==> src/rtl/fmm_reduce_row_swap_if.sv <==
// Block-level handshake, argument and M_e BRAM bus for fmm_reduce_row_swap.
// The master side is the caller and owns the BRAM read data; the slave side is the swap stage.
interface fmm_reduce_row_swap_if #(
  parameter int ADDR_W = 17,
  parameter int DATA_W = 32
);
  logic              ap_start;
  logic              ap_done;
  logic              ap_idle;
  logic              ap_ready;
  logic [31:0]       pivot_row;
  logic [30:0]       target_row;
  logic [8:0]        ncols;
  logic [ADDR_W-1:0] base_off;
  logic [ADDR_W-1:0] M_e_address0;
  logic              M_e_ce0;
  logic              M_e_we0;
  logic [DATA_W-1:0] M_e_d0;
  logic [DATA_W-1:0] M_e_q0;
  logic              swapped;
  logic              swapped_ap_vld;

  modport master (
    output ap_start, pivot_row, target_row, ncols, base_off, M_e_q0,
    input  ap_done, ap_idle, ap_ready, M_e_address0, M_e_ce0, M_e_we0, M_e_d0,
    input  swapped, swapped_ap_vld
  );

  modport slave (
    input  ap_start, pivot_row, target_row, ncols, base_off, M_e_q0,
    output ap_done, ap_idle, ap_ready, M_e_address0, M_e_ce0, M_e_we0, M_e_d0,
    output swapped, swapped_ap_vld
  );
endinterface

==> src/rtl/fmm_reduce_row_swap.sv <==
// Exchanges the pivot row with the target row of M_e in a single-port BRAM.
// Optional FMM_ROW_SWAP_COUNT_EN adds a saturating swap counter with synchronous clear.
module fmm_reduce_row_swap #(
  parameter int ROW_STRIDE = 320,
  parameter int ADDR_W     = 17,
  parameter int DATA_W     = 32
) (
  input  logic        ap_clk,
  input  logic        ap_rst_n,
`ifdef FMM_ROW_SWAP_COUNT_EN
  input  logic        swap_count_clr,
  output logic [31:0] swap_count,
`endif
  fmm_reduce_row_swap_if.slave bus
);

  typedef enum logic [2:0] {
    S_IDLE,
    S_CHECK,
    S_RDP,
    S_RDT,
    S_WRP,
    S_WRT,
    S_DONE
  } state_t;

  state_t            state;
  logic [31:0]       pivot_r;
  logic [30:0]       target_r;
  logic [8:0]        ncols_r;
  logic [ADDR_W-1:0] base_r;
  logic [8:0]        col;
  logic [DATA_W-1:0] tmp_p;
  logic [ADDR_W-1:0] addr_r;
  logic              ce_r;
  logic              we_r;
  logic [DATA_W-1:0] d0_r;
  logic              done_r;
  logic              swapped_r;

  logic [ADDR_W-1:0] pbase;
  logic [ADDR_W-1:0] tbase;
  logic [8:0]        col_inc;
  logic [ADDR_W-1:0] pa_cur;
  logic [ADDR_W-1:0] ta_cur;
  logic [ADDR_W-1:0] pa_inc;
  logic              do_swap;

  function automatic logic [ADDR_W-1:0] row_base(input logic [ADDR_W-1:0] r);
    if (ROW_STRIDE == 320) return (r << 8) + (r << 6);
    else                   return r * ADDR_W'(ROW_STRIDE);
  endfunction

  // Row bases are taken modulo 2^ADDR_W, so oversized rows or offsets wrap silently.
  assign pbase   = row_base(pivot_r[ADDR_W-1:0]) + base_r;
  assign tbase   = row_base(target_r[ADDR_W-1:0]) + base_r;
  assign col_inc = col + 9'd1;
  assign pa_cur  = pbase + ADDR_W'(col);
  assign ta_cur  = tbase + ADDR_W'(col);
  assign pa_inc  = pbase + ADDR_W'(col_inc);
  assign do_swap = !pivot_r[31] && (pivot_r != {1'b0, target_r}) && (ncols_r != '0);

  always_ff @(posedge ap_clk or negedge ap_rst_n) begin
    if (!ap_rst_n) begin
      state     <= S_IDLE;
      pivot_r   <= '0;
      target_r  <= '0;
      ncols_r   <= '0;
      base_r    <= '0;
      col       <= '0;
      tmp_p     <= '0;
      addr_r    <= '0;
      ce_r      <= 1'b0;
      we_r      <= 1'b0;
      d0_r      <= '0;
      done_r    <= 1'b0;
      swapped_r <= 1'b0;
    end else begin
      ce_r   <= 1'b0;
      we_r   <= 1'b0;
      done_r <= 1'b0;
      case (state)
        S_IDLE: begin
          if (bus.ap_start) begin
            pivot_r  <= bus.pivot_row;
            target_r <= bus.target_row;
            ncols_r  <= bus.ncols;
            base_r   <= bus.base_off;
            col      <= '0;
            state    <= S_CHECK;
          end
        end
        S_CHECK: begin
          if (do_swap) begin
            swapped_r <= 1'b1;
            ce_r      <= 1'b1;
            addr_r    <= pa_cur;
            state     <= S_RDP;
          end else begin
            swapped_r <= 1'b0;
            done_r    <= 1'b1;
            state     <= S_DONE;
          end
        end
        S_RDP: begin
          ce_r   <= 1'b1;
          addr_r <= ta_cur;
          state  <= S_RDT;
        end
        S_RDT: begin
          tmp_p  <= bus.M_e_q0;
          ce_r   <= 1'b1;
          we_r   <= 1'b1;
          addr_r <= pa_cur;
          state  <= S_WRP;
        end
        S_WRP: begin
          ce_r   <= 1'b1;
          we_r   <= 1'b1;
          addr_r <= ta_cur;
          d0_r   <= tmp_p;
          state  <= S_WRT;
        end
        S_WRT: begin
          if (col_inc == ncols_r) begin
            done_r <= 1'b1;
            state  <= S_DONE;
          end else begin
            col    <= col_inc;
            ce_r   <= 1'b1;
            addr_r <= pa_inc;
            state  <= S_RDP;
          end
        end
        S_DONE: state <= S_IDLE;
        default: state <= S_IDLE;
      endcase
    end
  end

  // The target word arrives on q0 during the pivot write, so d0 bypasses the register there.
  assign bus.M_e_d0         = (state == S_WRP) ? bus.M_e_q0 : d0_r;
  assign bus.M_e_address0   = addr_r;
  assign bus.M_e_ce0        = ce_r;
  assign bus.M_e_we0        = we_r;
  assign bus.ap_done        = done_r;
  assign bus.ap_ready       = done_r;
  assign bus.swapped_ap_vld = done_r;
  assign bus.swapped        = swapped_r;
  assign bus.ap_idle        = (state == S_IDLE) && !bus.ap_start;

`ifdef FMM_ROW_SWAP_COUNT_EN
  always_ff @(posedge ap_clk or negedge ap_rst_n) begin
    if (!ap_rst_n) begin
      swap_count <= '0;
    end else if (swap_count_clr) begin
      swap_count <= '0;
    end else if (done_r && swapped_r && (swap_count != '1)) begin
      swap_count <= swap_count + 32'd1;
    end
  end
`endif

endmodule

==> src/flat_wrapper.sv <==
// flat-port wrapper written by rule: the top's interface ports become plain ports
module fmm_reduce_row_swap_flat 
#(
  parameter int ROW_STRIDE = 320,
  parameter int ADDR_W     = 17,
  parameter int DATA_W     = 32
)
  (ap_clk, ap_rst_n, bus_ap_start, bus_pivot_row, bus_target_row, bus_ncols, bus_base_off, bus_M_e_q0, bus_ap_done, bus_ap_idle, bus_ap_ready, bus_M_e_address0, bus_M_e_ce0, bus_M_e_we0, bus_M_e_d0, bus_swapped, bus_swapped_ap_vld);
  fmm_reduce_row_swap_if #(.ADDR_W(ADDR_W), .DATA_W(DATA_W)) bus_i ();
  input  logic ap_clk;
  input  logic ap_rst_n;
  input wire logic [$bits(bus_i.ap_start)-1:0] bus_ap_start;
  input wire logic [$bits(bus_i.pivot_row)-1:0] bus_pivot_row;
  input wire logic [$bits(bus_i.target_row)-1:0] bus_target_row;
  input wire logic [$bits(bus_i.ncols)-1:0] bus_ncols;
  input wire logic [$bits(bus_i.base_off)-1:0] bus_base_off;
  input wire logic [$bits(bus_i.M_e_q0)-1:0] bus_M_e_q0;
  output wire logic [$bits(bus_i.ap_done)-1:0] bus_ap_done;
  output wire logic [$bits(bus_i.ap_idle)-1:0] bus_ap_idle;
  output wire logic [$bits(bus_i.ap_ready)-1:0] bus_ap_ready;
  output wire logic [$bits(bus_i.M_e_address0)-1:0] bus_M_e_address0;
  output wire logic [$bits(bus_i.M_e_ce0)-1:0] bus_M_e_ce0;
  output wire logic [$bits(bus_i.M_e_we0)-1:0] bus_M_e_we0;
  output wire logic [$bits(bus_i.M_e_d0)-1:0] bus_M_e_d0;
  output wire logic [$bits(bus_i.swapped)-1:0] bus_swapped;
  output wire logic [$bits(bus_i.swapped_ap_vld)-1:0] bus_swapped_ap_vld;
  assign bus_i.ap_start = bus_ap_start;
  assign bus_i.pivot_row = bus_pivot_row;
  assign bus_i.target_row = bus_target_row;
  assign bus_i.ncols = bus_ncols;
  assign bus_i.base_off = bus_base_off;
  assign bus_i.M_e_q0 = bus_M_e_q0;
  assign bus_ap_done = bus_i.ap_done;
  assign bus_ap_idle = bus_i.ap_idle;
  assign bus_ap_ready = bus_i.ap_ready;
  assign bus_M_e_address0 = bus_i.M_e_address0;
  assign bus_M_e_ce0 = bus_i.M_e_ce0;
  assign bus_M_e_we0 = bus_i.M_e_we0;
  assign bus_M_e_d0 = bus_i.M_e_d0;
  assign bus_swapped = bus_i.swapped;
  assign bus_swapped_ap_vld = bus_i.swapped_ap_vld;
  fmm_reduce_row_swap #(.ROW_STRIDE(ROW_STRIDE), .ADDR_W(ADDR_W), .DATA_W(DATA_W)) u_core (.ap_clk(ap_clk), .ap_rst_n(ap_rst_n), .bus(bus_i));
endmodule
==> config.mk <==
export PLATFORM = sky130hd
export DESIGN_NAME = fmm_reduce_row_swap_flat
export DESIGN_NICKNAME = d
export VERILOG_FILES = /design/src/rtl/fmm_reduce_row_swap_if.sv /design/src/rtl/fmm_reduce_row_swap.sv /design/src/flat_wrapper.sv
export SDC_FILE = /design/constraint.sdc
export NUM_CORES = 1
export LEC_CHECK = 0
export ABC_AREA = 1
export CAP_MARGIN = 30
export CORE_ASPECT_RATIO = 2
export CORE_MARGIN = 2
export CORE_UTILIZATION = 49
export DETAILED_ROUTE_END_ITERATION = 7
export GPL_TIMING_DRIVEN = 0
export PLACE_DENSITY = 0.87
export SLEW_MARGIN = 0
export SYNTH_ARGS = -nofsm -noshare
export SYNTH_HDL_FRONTEND = slang
export SYNTH_SLANG_ARGS = --single-unit
==> constraint.sdc <==
create_clock -name ap_clk -period 2.8 [get_ports ap_clk]
set_input_delay 0.56 -clock ap_clk [delete_from_list [all_inputs] [get_ports ap_clk]]
set_output_delay 0.56 -clock ap_clk [all_outputs]
set_load 0.01 [all_outputs]
==> results of run 1 <==
-- layout by cell type (no fill, tap or decap), drive strengths merged, types with 47 or more instances in the layout --
cell type	instances
buf	61
clkdlybuf4s50	146
dfrtp	186
ha	56
inv	135
mux2	71
nand2	354
nand3	47
nor2	67
o21ai	93
-- worst max-delay path by stage --
stage | from | end | slack [ns] | cells after the start
global placement | ap_rst_n | u_core.bus.M_e_address0[1] | -6.25 | 1
finish | u_core.state[1] | u_core.bus.M_e_address0[15] | -0.36 | 23
CTS | u_core.col[6] | u_core.bus.M_e_address0[15] | -0.09 | 15
floorplan | u_core.pivot_r[2] | u_core.bus.M_e_address0[15] | 0.02 | 16
global route | u_core.col[1] | u_core.bus.M_e_address0[15] | -0.44 | 21
detailed placement | u_core.col[8] | u_core.bus.M_e_address0[15] | -0.47 | 15
-- final cells by class --
cell class	instances	area share (%)
Multi-Input combinational cell	881	41.45
Clock inverter	12	1.098
Sequential cell	186	31.98
Buffer	39	1.562
Clock buffer	20	3.063
Inverter	134	3.492
Antenna cell	4	0.06864
Timing Repair Buffer	225	14.92
Tap cell	276	2.368
-- cell families (layout without fill, tap and decap cells) --
family	count (synthesis)	count (layout)
other cells	0	4
xor+xnor	57	57
fa+ha+maj	78	78
buf+inv	173	430
mux	71	71
flops	186	186
compound gates	159	159
simple gates	516	516
-- state kept, by name (all words and copies together) (netlist names) --
| name | count |
|---|---|
| u_core.bus.M_e_address0 | 17 |
| u_core.bus.M_e_ce0 | 1 |
| u_core.col | 9 |
| u_core.pivot_r | 32 |
| u_core.target_r | 31 |
| u_core.bus.M_e_we0 | 1 |
| u_core.state | 3 |
| u_core.ncols_r | 9 |
| u_core.bus.ap_done | 1 |
| u_core.bus.swapped | 1 |
| u_core.tmp_p | 32 |
| u_core.d0_r | 32 |
| u_core.base_r | 17 |
-- per-layer routing --
layer	vias up	GRT usage, %
li1	4506	-
met1	4822	27.90
met2	599	51.90
met3	229	5.988
met4	0	20.55
met5	-	0
-- synthesized netlist by cell type, drive strengths merged, types with 11 or more instances --
cell,count,area [µm²]
o21ai,93,491.7
mux2,71,799.5
ha,56,700.7
o21bai,11,82.58
inv,131,491.7
nand3,47,257.8
a21oi,41,205.2
xor2,36,315.3
fa,22,440.4
dfrtp,186,4654
nor2,67,276.5
xnor2,21,183.9
nand4,27,168.9
nand2,354,1359
clkbuf,29,108.9
-- what timing repair did --
| action | CTS | global route |
|---|---|---|
| pin swaps | 27 | 28 |
| gates resized for setup | 115 | 91 |
| buffers inserted | 28 | 17 |
| endpoints found under the setup margin | 44 | 21 |
-- per-stage QoR --
stage | hold WS [ns] | instances | setup TNS (ns) | cell area (µm²)
5_1_grt | 0.1039 | 1777 | -4.248 | 14580
6_report | 0.05181 | 1777 | -2.615 | 14580
2_1_floorplan | 0.2644 | 1240 | 0 | 10880
3_5_place_dp | 0.4592 | 1696 | -4.526 | 13050
4_1_cts | 0.08404 | 1756 | -0.2256 | 14110
3_3_place_gp | 0.4491 | 1695 | -1161.36 | 13010
==> metrics.yaml, run 1 <==
status:
  status: "complete, but fails checks"
  violations: "design-rule violations, negative setup slack"
clock_tree:
  cts_tree: "built"
  clock-root-buffer: "clkbuf_16"
  clk_path_buf_depth: 2
  clkLatencyLatePin_ns: 0.46
  cts_hold_buffers: 0
  cts_inserted_buffers: 17
  numClockSinks: 186
  cts_htree_levels: 4
  worst_path_clk_slew_ns: 0.07
synth:
  mappedNetlistArea_um2: 10860
  synth_compound_gate_area_share_pct: 8.033
  area_fraction_in_and_or_nand_and_nor_cells_after_synthesis_pct: 20.19
  synth_cell_types: 39
  synth-main-ff-cell: "dfrtp_1"
  synth_warnings: 0
  yosys.area_share.adder_pct: 10.51
  synth_xor_xnor_area_share_pct: 4.598
  netlist_instances: 1240
  ys_seq_area_share_pct: 42.87
  number_of_synthesized_flops_with_an_enable_pin: 0
  synth.mux.area_fraction_pct: 7.364
  synth_nets: 1442
  synth_top_family_by_area: "simple AND/OR/NAND/NOR gates"
  synth.ff_latch_count: 186
  postSynthAreaPerCell_um2: 8.755
  synthArstFlopShare_pct: 100.0
floorplanning:
  die_height_um: 214.5
  die_width_um: 109.3
  coreArea_um2: 21970
  boundaryPins: 180
  start_util_pct: 49.42
  floorplan_die_area_um2: 23440
  std_cell_rows: 77
timing:
  post-route-worst-setup-slack_ns: -0.3580
  slew_headroom_pct: 36.18
  tightestPinTransition_ns: 0.9573
  setup_repair_after_global_routing_missed_its_margin: "yes"
  timing.clock.skew_ns: 0.02029
  post-route-min-period_ns: 3.158
  hold_viol: 0
  final_count_of_negative_setup_slack_endpoints: 13
  drv_slew: 0
  timing.final.crit_share_pct: 112.8
  clock.fmax_mhz: 316.7
global_routing:
  vias_in_the_first_global_route: 10500
  grt_max_degree: 115
  gr-usage-all-layers_pct: 28.78
  global_route_wire_length_before_repair_um: 51630
  grt_antenna_before_repair: 3
  global_route.overflow_total: 0
routing:
  wl_met2_um: 18560
  drt.antenna.violating_nets: 0
  maxUsedRoutingLayer: "met4"
  detailroute.via_count: 10160
  routedWlPerCell_um: 19.59
  routed_wirelength_um: 34820
  first_pass_iters: 8
  drcViolationCount: 1
  post_drt_via_cell_ratio: 5.715
  wl_met1_um: 11090
  violation_count_after_the_first_detailed_routing_iteration: 964
  wl_met3_um: 2227
finish:
  syn_to_final_growth_pct: 34.32
  post_route_cells_drive_above_1_share_pct: 20.77
  finish.utilization_pct: 66.39
  num-fill-cells: 1563
  fin_nets: 1686
  multi_input_area_um2: 6045
  register_area_um2: 4663
critical_path:
  cp_data_arrival_time_ns: 3.55
  crit_path_start_kind: "register"
  critPathMaxFanout: 8
  critical_path.reg2reg.startpoint: "u_core.state[1]"
  critical_path.top_delay_family: "simple AND/OR/NAND/NOR gates"
  data_required_time_at_the_worst_endpoint_ns: 3.19
  worst_path_cell_trace: "nor2_2 > inv_2 > nor2_4 > buf_6 > clkinvlp_4 > buf_12 > nor2_1 > o21bai_1 > ha_1 > nand2_1 > inv_1 > nand2_1 > nand2_1 > nand2_2 > nand3_4 > nand2_4 > nor2_4 > buf_4 > nand3_2 > nand2_2 > o21ai_2 > nand2_1 > nand2_1"
  critical_path_class: "reg2reg"
  cell_count_of_the_worst_reg_to_reg_path: 23
  critPathBufInv: 6
  reg2reg_setup_slack_ns: -0.36
  crit_top_cell: "nand2_1"
  r2r-end: "u_core.bus.M_e_address0[15]"
  critPathCaptureType: "register"
  critPathSlowestCell: "dfrtp_1"
  critical-path-max-stage-delay_ns: 0.44
place:
  globalplace.congestion: 0.9123
  dp.final_hpwl_um: 23630
  preCtsSetupSlack_ns: -0.4689
  port_buffers: 179
job:
  timing.max_cap.violations: 0
min_path:
  holdCritPathClass: "in2async"
Power of run 1 is not shown: default switching activity piles up to over one toggle a cycle in this logic, so the estimate is an artifact.
==> run 2: changes to the inputs <==
==> constraint.sdc (replaced) <==
create_clock -name ap_clk -period 2.8 [get_ports ap_clk]
set_input_delay 0.56 -clock ap_clk [delete_from_list [all_inputs] [get_ports ap_clk]]
set_output_delay 0.56 -clock ap_clk [all_outputs]
set_load 0.02 [all_outputs]
==> metrics.yaml, run 2 (synthesis gave the netlist of run 1 again) <==
floorplanning:
  start_util_pct: 49.42
  die_width_um: 109.3
  die_height_um: 214.5
  boundaryPins: 180
  std_cell_rows: 77
  floorplan_die_area_um2: 23440
  coreArea_um2: 21970
clock_tree:
  clock-root-buffer: "clkbuf_16"
  clkLatencyLatePin_ns: 0.45
  clk_path_buf_depth: 2
  cts_tree: "built"
  cts_inserted_buffers: 17
  worst_path_clk_slew_ns: 0.07
  cts_htree_levels: 4
  cts_hold_buffers: 0
  numClockSinks: 186
global_routing:
  gr-usage-all-layers_pct: 29.06
  vias_in_the_first_global_route: 10590
  global_route_wire_length_before_repair_um: 52160
  grt_max_degree: 115
  global_route.overflow_total: 0
  grt_antenna_before_repair: 3
place:
  preCtsSetupSlack_ns: -0.4689
  postPlaceCellArea_um2: 13050
  globalplace.congestion: 0.9123
  port_buffers: 179
  dp.final_hpwl_um: 23630
critical_path:
  critPathMaxFanout: 4
  crit_top_cell: "nand2_1"
  critical_path.top_delay_family: "simple AND/OR/NAND/NOR gates"
  critical-path-max-stage-delay_ns: 0.43
  critPathSlowestCell: "dfrtp_1"
  cp_data_arrival_time_ns: 3.52
  critical_path_class: "reg2reg"
  worst_path_cell_trace: "ha_4 > nand2_2 > nor2_4 > xor2_2 > nor2_2 > o21bai_1 > ha_1 > nand2_2 > inv_1 > nand2_1 > nand2_1 > nand2_2 > nand3_4 > nand2_4 > nor2_4 > xor2_1 > nand2_1 > nand2_1 > nand2_1 > nand2_1"
  critPathCaptureType: "register"
  crit_path_start_kind: "register"
  critPathBufInv: 1
  data_required_time_at_the_worst_endpoint_ns: 3.19
routing:
  drcViolationCount: 0
  routed_wirelength_um: 34380
  first_pass_iters: 7
  detailroute.via_count: 10050
  drt.antenna.violating_nets: 0
  post_drt_via_cell_ratio: 5.702
  violation_count_after_the_first_detailed_routing_iteration: 763
  routedWlPerCell_um: 19.50
timing:
  fin_setup_tns_ns: -2.286
  tightestPinTransition_ns: 0.9316
  post-route-worst-setup-slack_ns: -0.3330
  post-route-min-period_ns: 3.133
  timing.final.crit_share_pct: 111.9
  final_count_of_negative_setup_slack_endpoints: 12
  clock.fmax_mhz: 319.2
  setup_repair_after_global_routing_missed_its_margin: "yes"
  timing.clock.skew_ns: 0.02191
  hold_viol: 0
  slew_headroom_pct: 37.89
  drv_slew: 0
status:
  violations: "negative setup slack"
  status: "complete, but fails checks"
finish:
  reg.largest.list: "u_core.d0_r x32, u_core.pivot_r x32, u_core.tmp_p x32"
  post_route_cells_drive_above_1_share_pct: 19.96
  layout.cells.most_common_list: "nand2_1, dfrtp_1, clkdlybuf4s50_1, inv_1"
  syn_to_final_growth_pct: 32.03
  final_design_area_no_fill_um2: 14330
  final_common_cell: "nand2_1"
  fin_nets: 1672
min_path:
  holdCritPathClass: "in2async"
job:
  timing.max_cap.violations: 0
run 2: cell types whose count changed in the layout (fill, tap and decap cells not counted), moves of 3 or more:
cell / delta
nor2_2: +3
dlymetal6s2s_1: -7
inv_2: -4
ha_1: +5
o21ai_0: +3
ha_4: -3
nand3_2: -4
clkbuf_2: +12
dlygate4sd2_1: -7
nand3_1: +4
inv_1: +3
buf_4: -16
run 2: layout make-up:
class                   count  area, µm²
diodes                      4      10.01
repair buffers            211       2013
fillers                  1622       7632
plain buffers              39      217.7
inverters                 134      511.7
flip-flops and latches    186       4661
clock buffers              20      446.7
multi-input cells         881       5968
well taps                 276      345.3
clock inverters            12      160.2
run 2: worst paths after layout:
path	start	to	slack, ns	cells past startpoint
setup reg to reg	u_core.col[0]	u_core.bus.M_e_address0[13]	-0.33	20
hold / removal	ap_rst_n	u_core.target_r[28]	0.08	1
min in group ap_clk	u_core.tmp_p[22]	u_core.d0_r[22]	0.47	2
setup / recovery	u_core.col[0]	u_core.bus.M_e_address0[13]	-0.33	20
max in group asynchronous	ap_rst_n	u_core.col[3]	1.73	2
hold reg to reg	u_core.tmp_p[22]	u_core.d0_r[22]	0.47	2
run 2: worst register-to-register path, cell delays in order (launching register included):
cell and delay (ns):
dfrtp_1 0.43, ha_4 0.18, nand2_2 0.11, nor2_4 0.21
xor2_2 0.25, nor2_2 0.09, o21bai_1 0.18, ha_1 0.39
nand2_2 0.10, inv_1 0.10, nand2_1 0.08, nand2_1 0.12
nand2_2 0.10, nand3_4 0.12, nand2_4 0.06, nor2_4 0.13
xor2_1 0.16, nand2_1 0.08, nand2_1 0.08, nand2_1 0.05
nand2_1 0.05
run 2: through the flow:
step                      hold slack (ns)  instances  utilization [%]
after floorplan                    0.2644       1240                -
after global placement             0.4491       1695            59.24
after detailed placement           0.4592       1696            59.39
after CTS                         0.08404       1752            64.41
after global routing               0.1115       1763            65.25
final                             0.07551       1763            65.25
run 2: metal layers:
layer / vias to the layer above / part of all wire, % / wire, µm / global-route usage [%]
met3: 235 / 6.7 / 2308 / 5.805
met1: 4779 / 31 / 10790 / 28.06
li1: 4481 / - / - / -
met2: 557 / 53 / 18060 / 52.13
met5: - / 0 / 0 / 0
met4: 0 / 9.4 / 3216 / 21.90
run 2: timing repair:
item	CTS	global route
setup endpoints to repair	44	44
pin swaps	43	30
hold endpoints to repair	0	0
buffers inserted	24	7
gates resized for setup	136	78
Power of run 2 is left out for the same reason.
